$ cat config.mk
export PLATFORM = sky130hd
export DESIGN_NAME = sram_burst_reader
export DESIGN_NICKNAME = d
export VERILOG_FILES = /design/src/rtl/sram_burst_reader.sv
export SDC_FILE = /design/constraint.sdc
export NUM_CORES = 1
export LEC_CHECK = 0
export BUFFER_PORTS_ARGS = -buffer_cell sky130_fd_sc_hd__clkbuf_2
export CORE_MARGIN = 5
export CORE_UTILIZATION = 30
export CTS_BUF_LIST = sky130_fd_sc_hd__clkbuf_16
export CTS_CLUSTER_DIAMETER = 50
export DETAILED_ROUTE_END_ITERATION = 8
export GPL_TIMING_DRIVEN = 1
export PLACE_DENSITY = 0.57
export SETUP_SLACK_MARGIN = 0.02
export SLEW_MARGIN = 10
export SYNTH_ARGS = -nofsm -noshare
export SYNTH_HDL_FRONTEND = slang
export SYNTH_SLANG_ARGS = --single-unit
$ cat constraint.sdc
create_clock -name clk_i -period 2.4 [get_ports clk_i]
set_input_delay 0.36 -clock clk_i [delete_from_list [all_inputs] [get_ports clk_i]]
set_output_delay 0.36 -clock clk_i [all_outputs]
set_load 0.05 [all_outputs]
$ cat src/rtl/sram_burst_reader.sv
// sram_burst_reader
//   Reads len_i beats from a synchronous single-port SRAM. Each beat is two
//   consecutive words starting at base_addr_i. The two words are packed into
//   one output beat, which is handed downstream with a valid/ready handshake.
//
//   Optional feature: define SRAM_RD_STALL_CNT_EN to build a saturating
//   counter of backpressure cycles. A backpressure cycle is one with
//   valid_o=1 and ready_i=0. The counter clears on each accepted command.
//   When the macro is undefined, stall_cnt_o is tied to zero.
//
// Ports
//   clk_i        rising-edge clock
//   rst_ni       asynchronous active-low reset
//   start_i      command strobe, only looked at while idle
//   base_addr_i  word address of the first SRAM word
//   len_i        number of output beats; zero completes without SRAM access
//   busy_o       high whenever a command is in flight
//   done_o       one-cycle completion pulse
//   sram_en_o    SRAM read enable
//   sram_we_o    SRAM write enable, always 0
//   sram_addr_o  SRAM word address
//   sram_data_i  SRAM read data, one cycle after the enable cycle
//   data_o       packed beat: low half = even word, high half = next word
//   valid_o      data_o valid
//   ready_i      downstream accepts the beat
//   stall_cnt_o  backpressure cycle counter
module sram_burst_reader #(
    parameter int DATA_WIDTH   = 32,
    parameter int N_ENTRIES    = 1024,
    parameter int DATA_WIDTH_O = 64,
    localparam int AW          = $clog2(N_ENTRIES)
) (
    input  logic                    clk_i,
    input  logic                    rst_ni,
    input  logic                    start_i,
    input  logic [AW-1:0]           base_addr_i,
    input  logic [AW-1:0]           len_i,
    output logic                    busy_o,
    output logic                    done_o,
    output logic                    sram_en_o,
    output logic                    sram_we_o,
    output logic [AW-1:0]           sram_addr_o,
    input  logic [DATA_WIDTH-1:0]   sram_data_i,
    output logic [DATA_WIDTH_O-1:0] data_o,
    output logic                    valid_o,
    input  logic                    ready_i,
    output logic [31:0]             stall_cnt_o
);

    typedef enum logic [2:0] {
        IDLE,
        RD_LO,
        RD_HI,
        CAP,
        OUT,
        DONE
    } state_t;

    localparam logic [AW-1:0] LAST_ADDR = AW'(N_ENTRIES - 1);

    state_t          state_reg;
    logic [AW-1:0]   ptr_reg;
    logic [AW-1:0]   count_reg;
    logic [AW-1:0]   ptr_next;

    // Explicit wrap so that non-power-of-two depths also wrap to zero.
    assign ptr_next = (ptr_reg == LAST_ADDR) ? '0 : ptr_reg + AW'(1);

    assign sram_we_o = 1'b0;

    // All outputs are registered. Each transition loads the values that
    // belong to the state being entered, so the outputs line up with
    // state_reg.
    always_ff @(posedge clk_i or negedge rst_ni) begin
        if (!rst_ni) begin
            state_reg   <= IDLE;
            ptr_reg     <= '0;
            count_reg   <= '0;
            busy_o      <= 1'b0;
            done_o      <= 1'b0;
            sram_en_o   <= 1'b0;
            sram_addr_o <= '0;
            data_o      <= '0;
            valid_o     <= 1'b0;
        end else begin
            done_o    <= 1'b0;
            sram_en_o <= 1'b0;
            valid_o   <= 1'b0;
            case (state_reg)
                IDLE: begin
                    if (start_i) begin
                        busy_o <= 1'b1;
                        if (len_i != '0) begin
                            ptr_reg     <= base_addr_i;
                            count_reg   <= len_i;
                            sram_en_o   <= 1'b1;
                            sram_addr_o <= base_addr_i;
                            state_reg   <= RD_LO;
                        end else begin
                            done_o    <= 1'b1;
                            state_reg <= DONE;
                        end
                    end
                end
                RD_LO: begin
                    ptr_reg     <= ptr_next;
                    sram_en_o   <= 1'b1;
                    sram_addr_o <= ptr_next;
                    state_reg   <= RD_HI;
                end
                RD_HI: begin
                    // Word read in RD_LO arrives now.
                    ptr_reg                   <= ptr_next;
                    data_o[DATA_WIDTH-1:0]    <= sram_data_i;
                    state_reg                 <= CAP;
                end
                CAP: begin
                    // Word read in RD_HI arrives now.
                    data_o[DATA_WIDTH_O-1:DATA_WIDTH] <= sram_data_i;
                    count_reg <= count_reg - AW'(1);
                    valid_o   <= 1'b1;
                    state_reg <= OUT;
                end
                OUT: begin
                    if (ready_i) begin
                        if (count_reg != '0) begin
                            sram_en_o   <= 1'b1;
                            sram_addr_o <= ptr_reg;
                            state_reg   <= RD_LO;
                        end else begin
                            done_o    <= 1'b1;
                            state_reg <= DONE;
                        end
                    end else begin
                        valid_o <= 1'b1;
                    end
                end
                DONE: begin
                    busy_o    <= 1'b0;
                    state_reg <= IDLE;
                end
                default: begin
                    busy_o    <= 1'b0;
                    state_reg <= IDLE;
                end
            endcase
        end
    end

`ifdef SRAM_RD_STALL_CNT_EN
    always_ff @(posedge clk_i or negedge rst_ni) begin
        if (!rst_ni) begin
            stall_cnt_o <= '0;
        end else if (state_reg == IDLE && start_i) begin
            stall_cnt_o <= '0;
        end else if (valid_o && !ready_i && stall_cnt_o != '1) begin
            stall_cnt_o <= stall_cnt_o + 32'd1;
        end
    end
`else
    assign stall_cnt_o = '0;
`endif

endmodule

### Yosys cells after proc, flatten, opt, wreduce, memory -nomap -nowiden

Index checks and enable logic that the tools add are counted.

* $add $sub $neg: 2
* equality and inequality tests: 9
* multiplexer cells: 29
* bitwise logic cells: 1
* reduce and logical (&&, ||, !) cells: 13

Operators with widths (count)
* 10-bit 2-to-1 mux: 7
* 10-bit one-hot mux with 2 select lines: 2
* 10-bit one-hot mux with 3 select lines: 1
* 10-bit nonzero test: 2
* 3-bit one-hot mux with 5 select lines: 1
* 3-bit 2-to-1 mux: 4
* 10-bit by 1-bit adder with 10-bit output, second input constant: 1
* 10-bit equality test, second input constant: 1
* 1-bit 2-to-1 mux: 10
* 10-bit by 1-bit subtractor with 10-bit output, second input constant: 1
* 2-bit inequality test, second input constant: 4
* 3-bit by 2-bit equality test with 1-bit output, second input constant: 2
* 1-bit one-hot mux with 2 select lines: 3
* 3-bit AND reduction: 2
* 5-bit AND reduction: 1
* 2-bit AND reduction: 2
* 2-bit nonzero test: 2
* 4-bit OR reduction: 1
* 3-bit by 1-bit equality test with 1-bit output, second input constant: 1
* 3-bit equality test, second input constant: 1
* 3-bit logical NOT: 1
* 1-bit one-hot mux with 3 select lines: 1
* 3-bit nonzero test: 1
* 2-bit OR reduction: 1
* 1-bit inverter: 1

* register bits: 101
* bits of input ports: 56
* logic and storage cells: 64

### Depth between registers and ports, before layout

* word-level depth: 4
* mapped depth: 8

### Worst setup path before layout

OpenSTA, ideal clock, no wires.

* path kind: register to register
* start: register state_reg[0]
* end: register sram_addr_o[7]
* arrival: 1.875 ns
* required time: 2.273 ns
* setup slack: 0.398 ns
* stages on the path, launching flop included: 7
* path buffers: 1
* cells stage by stage: dfrtp_1 buf_6 or4b_4 a41o_2 o21ai_4 nand2b_2 mux2_1

* word-level cells in the longest chain between the ends: 3
* elaborated cells between the ends (all ways): 10
* those cells by class: 6 x eq/ne; 1 x mux; 3 x reduce/logical

RTL lines
* from (decl): line 61 `state_t state_reg;`
* from (signal assigned): line 76 `state_reg <= IDLE;`
* from (signal assigned): line 98 `state_reg <= RD_LO;`
* from (signal assigned): line 101 `state_reg <= DONE;`
* 3-bit equality test (tied with other cells): line 89 `case (state_reg)`
* 2-bit inequality test (no line) / 3-bit nonzero test (equally long branches)
* 5-bit AND reduction (no line)
* to (signal assigned): line 97 `sram_addr_o <= base_addr_i;`
* to (signal assigned): line 108 `sram_addr_o <= ptr_next;`
* to (signal assigned): line 128 `sram_addr_o <= ptr_reg;`
* to (decl): line 42 `output logic [AW-1:0] sram_addr_o,`

Parallel ways exist; a longest one is shown, timed or not.
A chain may end at the register's enable or synchronous reset.

### Worst setup path after layout

* start: register state_reg[0]
* end: register count_reg[5]

* word-level cells in the longest chain between the ends: 3
* elaborated cells between the ends (all ways): 7
* those cells by class: 3 x eq/ne; 1 x mux; 3 x reduce/logical

RTL lines
* 3-bit by 2-bit equality test with 1-bit output / 3-bit logical NOT (equally long branches): line 89
* 2-bit nonzero test (no line) / 2-bit inequality test (equally long branches)
* 3-bit AND reduction (no line)
* to (signal assigned): line 95 `count_reg <= len_i;`
* to (signal assigned): line 120 `count_reg <= count_reg - AW'(1);`
* to (decl): line 63 `logic [AW-1:0] count_reg;`

Parallel ways exist; a longest one is shown, timed or not.

==> results.sh <==
export IMPL_grt_util_met2_pct=23.06
export IMPL_finalSetupTns_ns=0
export IMPL_synth_distinct_cells=65
export IMPL_path_max_fanout=12
export IMPL_timing_final_crit_share_pct=86.41
export IMPL_final_hold_viol_count=0
export IMPL_antenna_cells=0
export IMPL_setup_viol=0
export IMPL_ys_seq_elements=101
export IMPL_coreArea_um2=16470
export IMPL_use_met1_pct=17.56
export IMPL_cts_htree_levels=3
export IMPL_ios=167
export IMPL_post_cts_resize_count=0
export IMPL_drive_above_1_share_pct=32.67
export IMPL_clk_latency_ns=0.35
export IMPL_drt_iter0_markers=237
export IMPL_synth_edf_count=0
export IMPL_drc=0
export IMPL_holdCritPathClass="in2async"
export IMPL_ant_nets=0
export IMPL_outcome="finished, final reports clean"
export IMPL_required_ns=2.66
export IMPL_place_congestion=0.8524
export IMPL_vias_per_cell=4.781
export IMPL_critPathSlowestCell="or4b_4"
export IMPL_vias=4155
export IMPL_overflow=0
export IMPL_die_h_um=139.2
export IMPL_period_minus_slack_ns=2.074
export IMPL_busiest_layer="met2"
export IMPL_synthFlopType="dfrtp_1"
export IMPL_rows=47
export IMPL_cp_endpoint="count_reg[5]"
export IMPL_slew_violations=0
export IMPL_io_buffer_count=133
export IMPL_final_nets=703
export IMPL_cp_cell_sequence="or4b_4 > a41o_2 > buf_4 > nand2_8 > a21oi_1 > a311oi_2"
export IMPL_area_growth_pct=23.43
export IMPL_wl_per_cell_um=15.79
export IMPL_start_util_pct=30.42
export IMPL_crit_start="state_reg[0]"
export IMPL_nFillCells=1658
export IMPL_regMostFlops="data_o"
export IMPL_grt_util_met3_pct=6.072
export IMPL_clock_sinks=101
export IMPL_grt_max_degree=59
export IMPL_skew_ns=0.008781
export IMPL_first_global_vias=4287
export IMPL_synth_avg_cell_area_um2=9.840
export IMPL_drt_first_pass_iters=4
export IMPL_cp_start_kind="register"
export IMPL_end_kind="register"
export IMPL_largest_reg_flops=64
export IMPL_r2r_cells=6
export IMPL_cp_arrival_ns=2.33
export IMPL_worstMarginPinSlew_ns=0.8320
export IMPL_reg2reg_slack_ns=0.33
export IMPL_finalWirelength_um=13730
export IMPL_antenna_found_initial=1
export IMPL_clockBufferDepth=2
export IMPL_ctsHoldBuffers=0
export IMPL_cap_violations=0
export IMPL_grtUsageTotal_pct=14.26
export IMPL_numCtsBuffers=9
export IMPL_synthCells=509
export IMPL_crit_path_max_incr_delay_ns=0.55
export IMPL_relSlewSlack_pct=44.53
export IMPL_synth_warnings=0
export IMPL_dp_hpwl_um=10240
export IMPL_cts_setup_buffers=0
export IMPL_clkTransAtPathRegs_ns=0.08
export IMPL_reg2reg_from="state_reg[0]"
export IMPL_cts_root_buf="clkbuf_16"
export IMPL_rr_endpoint="count_reg[5]"
export IMPL_syn_cell_area_um2=5009
export IMPL_yosysSeqAreaShare_pct=50.46
export IMPL_dieArea_um2=19380
export IMPL_die_w_um=139.2
export IMPL_grt_pass1_wl_um=22430
export IMPL_cts_tree="built"
export IMPL_max_freq_ghz=0.4822
export IMPL_grt_setup_unrepaired="false"
export IMPL_worstSetupPathType="reg2reg"
export IMPL_synth_async_reset_ratio_pct=100.0
## cells in the final DEF (no fill, tap or decap), types with 9 or more instances in the layout
cell type	n
mux2_2	33
clkbuf_16	9
dfrtp_1	101
nand2_1	120
clkbuf_2	132
o21ai_0	18
buf_4	15
conb_1	33
nor2_1	21
a21oi_1	26
nand3_1	9
inv_1	10
## worst max-delay path, delay by kind of cell, from the launching register on
| family | cells | cell delay, ns |
|---|---|---|
| flip-flops | 1 | 0.39 |
| AND/OR/NAND/NOR | 2 | 0.64 |
| buffers and inverters | 1 | 0.24 |
| AO/OA/AOI/OAI | 3 | 0.71 |
## synthesized netlist by cell type (3+ instances only)
cell,n,share of area (%)
a22oi_1,3,0.45
buf_1,4,0.30
nor3_1,7,0.70
mux2_2,33,7.4
buf_2,9,0.90
nand2b_1,8,1.0
dfrtp_1,101,50
and3_1,6,0.75
buf_4,34,5.1
o22ai_1,6,0.75
nand2_1,120,9.0
ha_1,3,0.75
o21ai_0,18,1.8
nand3_1,9,0.90
a211oi_1,3,0.45
a311oi_2,3,0.90
nor2b_1,8,1.0
xnor2_1,3,0.52
o211ai_1,4,0.60
a21oi_1,26,2.6
nor3b_1,3,0.45
nor2_1,22,1.6
nor4_1,3,0.37
clkbuf_1,7,0.52
a2bb2oi_1,5,0.87
inv_1,10,0.75
## area by class of cell
| type | instances | area, um2 | share of cell area (%) |
|---|---|---|---|
| multi-input combinational | 373 | 2208 | 35.72 |
| sequential | 101 | 2527 | 40.88 |
| tap | 220 | 275.3 | 4.453 |
| clock inverter | 7 | 111.4 | 1.801 |
| clock buffer | 9 | 225.2 | 3.643 |
| inverter | 11 | 41.29 | 0.6679 |
| timing repair buffer | 148 | 793.3 | 12.83 |
## worst min path at each step
stage                from      endpoint  slack, ns  cells past startpoint
2_1_floorplan      rst_ni        busy_o       0.06                      0
3_3_place_gp   data_o[43]    data_o[43]       0.46                      2
3_5_place_dp   data_o[54]    data_o[54]       0.46                      2
4_1_cts            rst_ni  state_reg[0]       0.13                      1
5_1_grt            rst_ni        busy_o       0.17                      1
6_report           rst_ni    ptr_reg[5]       0.09                      1
## logic make-up after synthesis
kind of cell               synth area share, %
AOI/OAI and AO/OA                        13.04
muxes                                    8.344
and+or+nand+nor                          18.54
other                                  0.07487
DFF                                      50.46
buffers and inverters                    8.094
adders and majority gates               0.7495
xor gates and xnor gates                0.6996
## per-layer routing
| metal | vias to the layer above | routed length [um] | part of all wire (%) |
|---|---|---|---|
| met5 | - | 13 | 0.095 |
| met4 | 2 | 269 | 2.0 |
| met3 | 18 | 1314 | 9.6 |
| met2 | 184 | 6329 | 46 |
| met1 | 1987 | 5797 | 42 |
| li1 | 1964 | - | - |
## per-stage QoR
stage | area, um2 | util [%] | setup WS, ns | std cells | hold WS, ns
floorplan | 5129 | - | 0.3977 | 541 | 0.06441
global placement | 5846 | 35.50 | 0.3227 | 853 | 0.4587
detailed placement | 5846 | 35.50 | 0.2901 | 853 | 0.4625
CTS | 6182 | 37.55 | 0.3197 | 869 | 0.1250
global route | 6182 | 37.55 | 0.2204 | 869 | 0.1658
finish | 6182 | 37.55 | 0.3262 | 869 | 0.08904
Power is left out: the tool's default activity adds up to more than one toggle a clock period on the data nets, which glitch-free logic cannot reach.
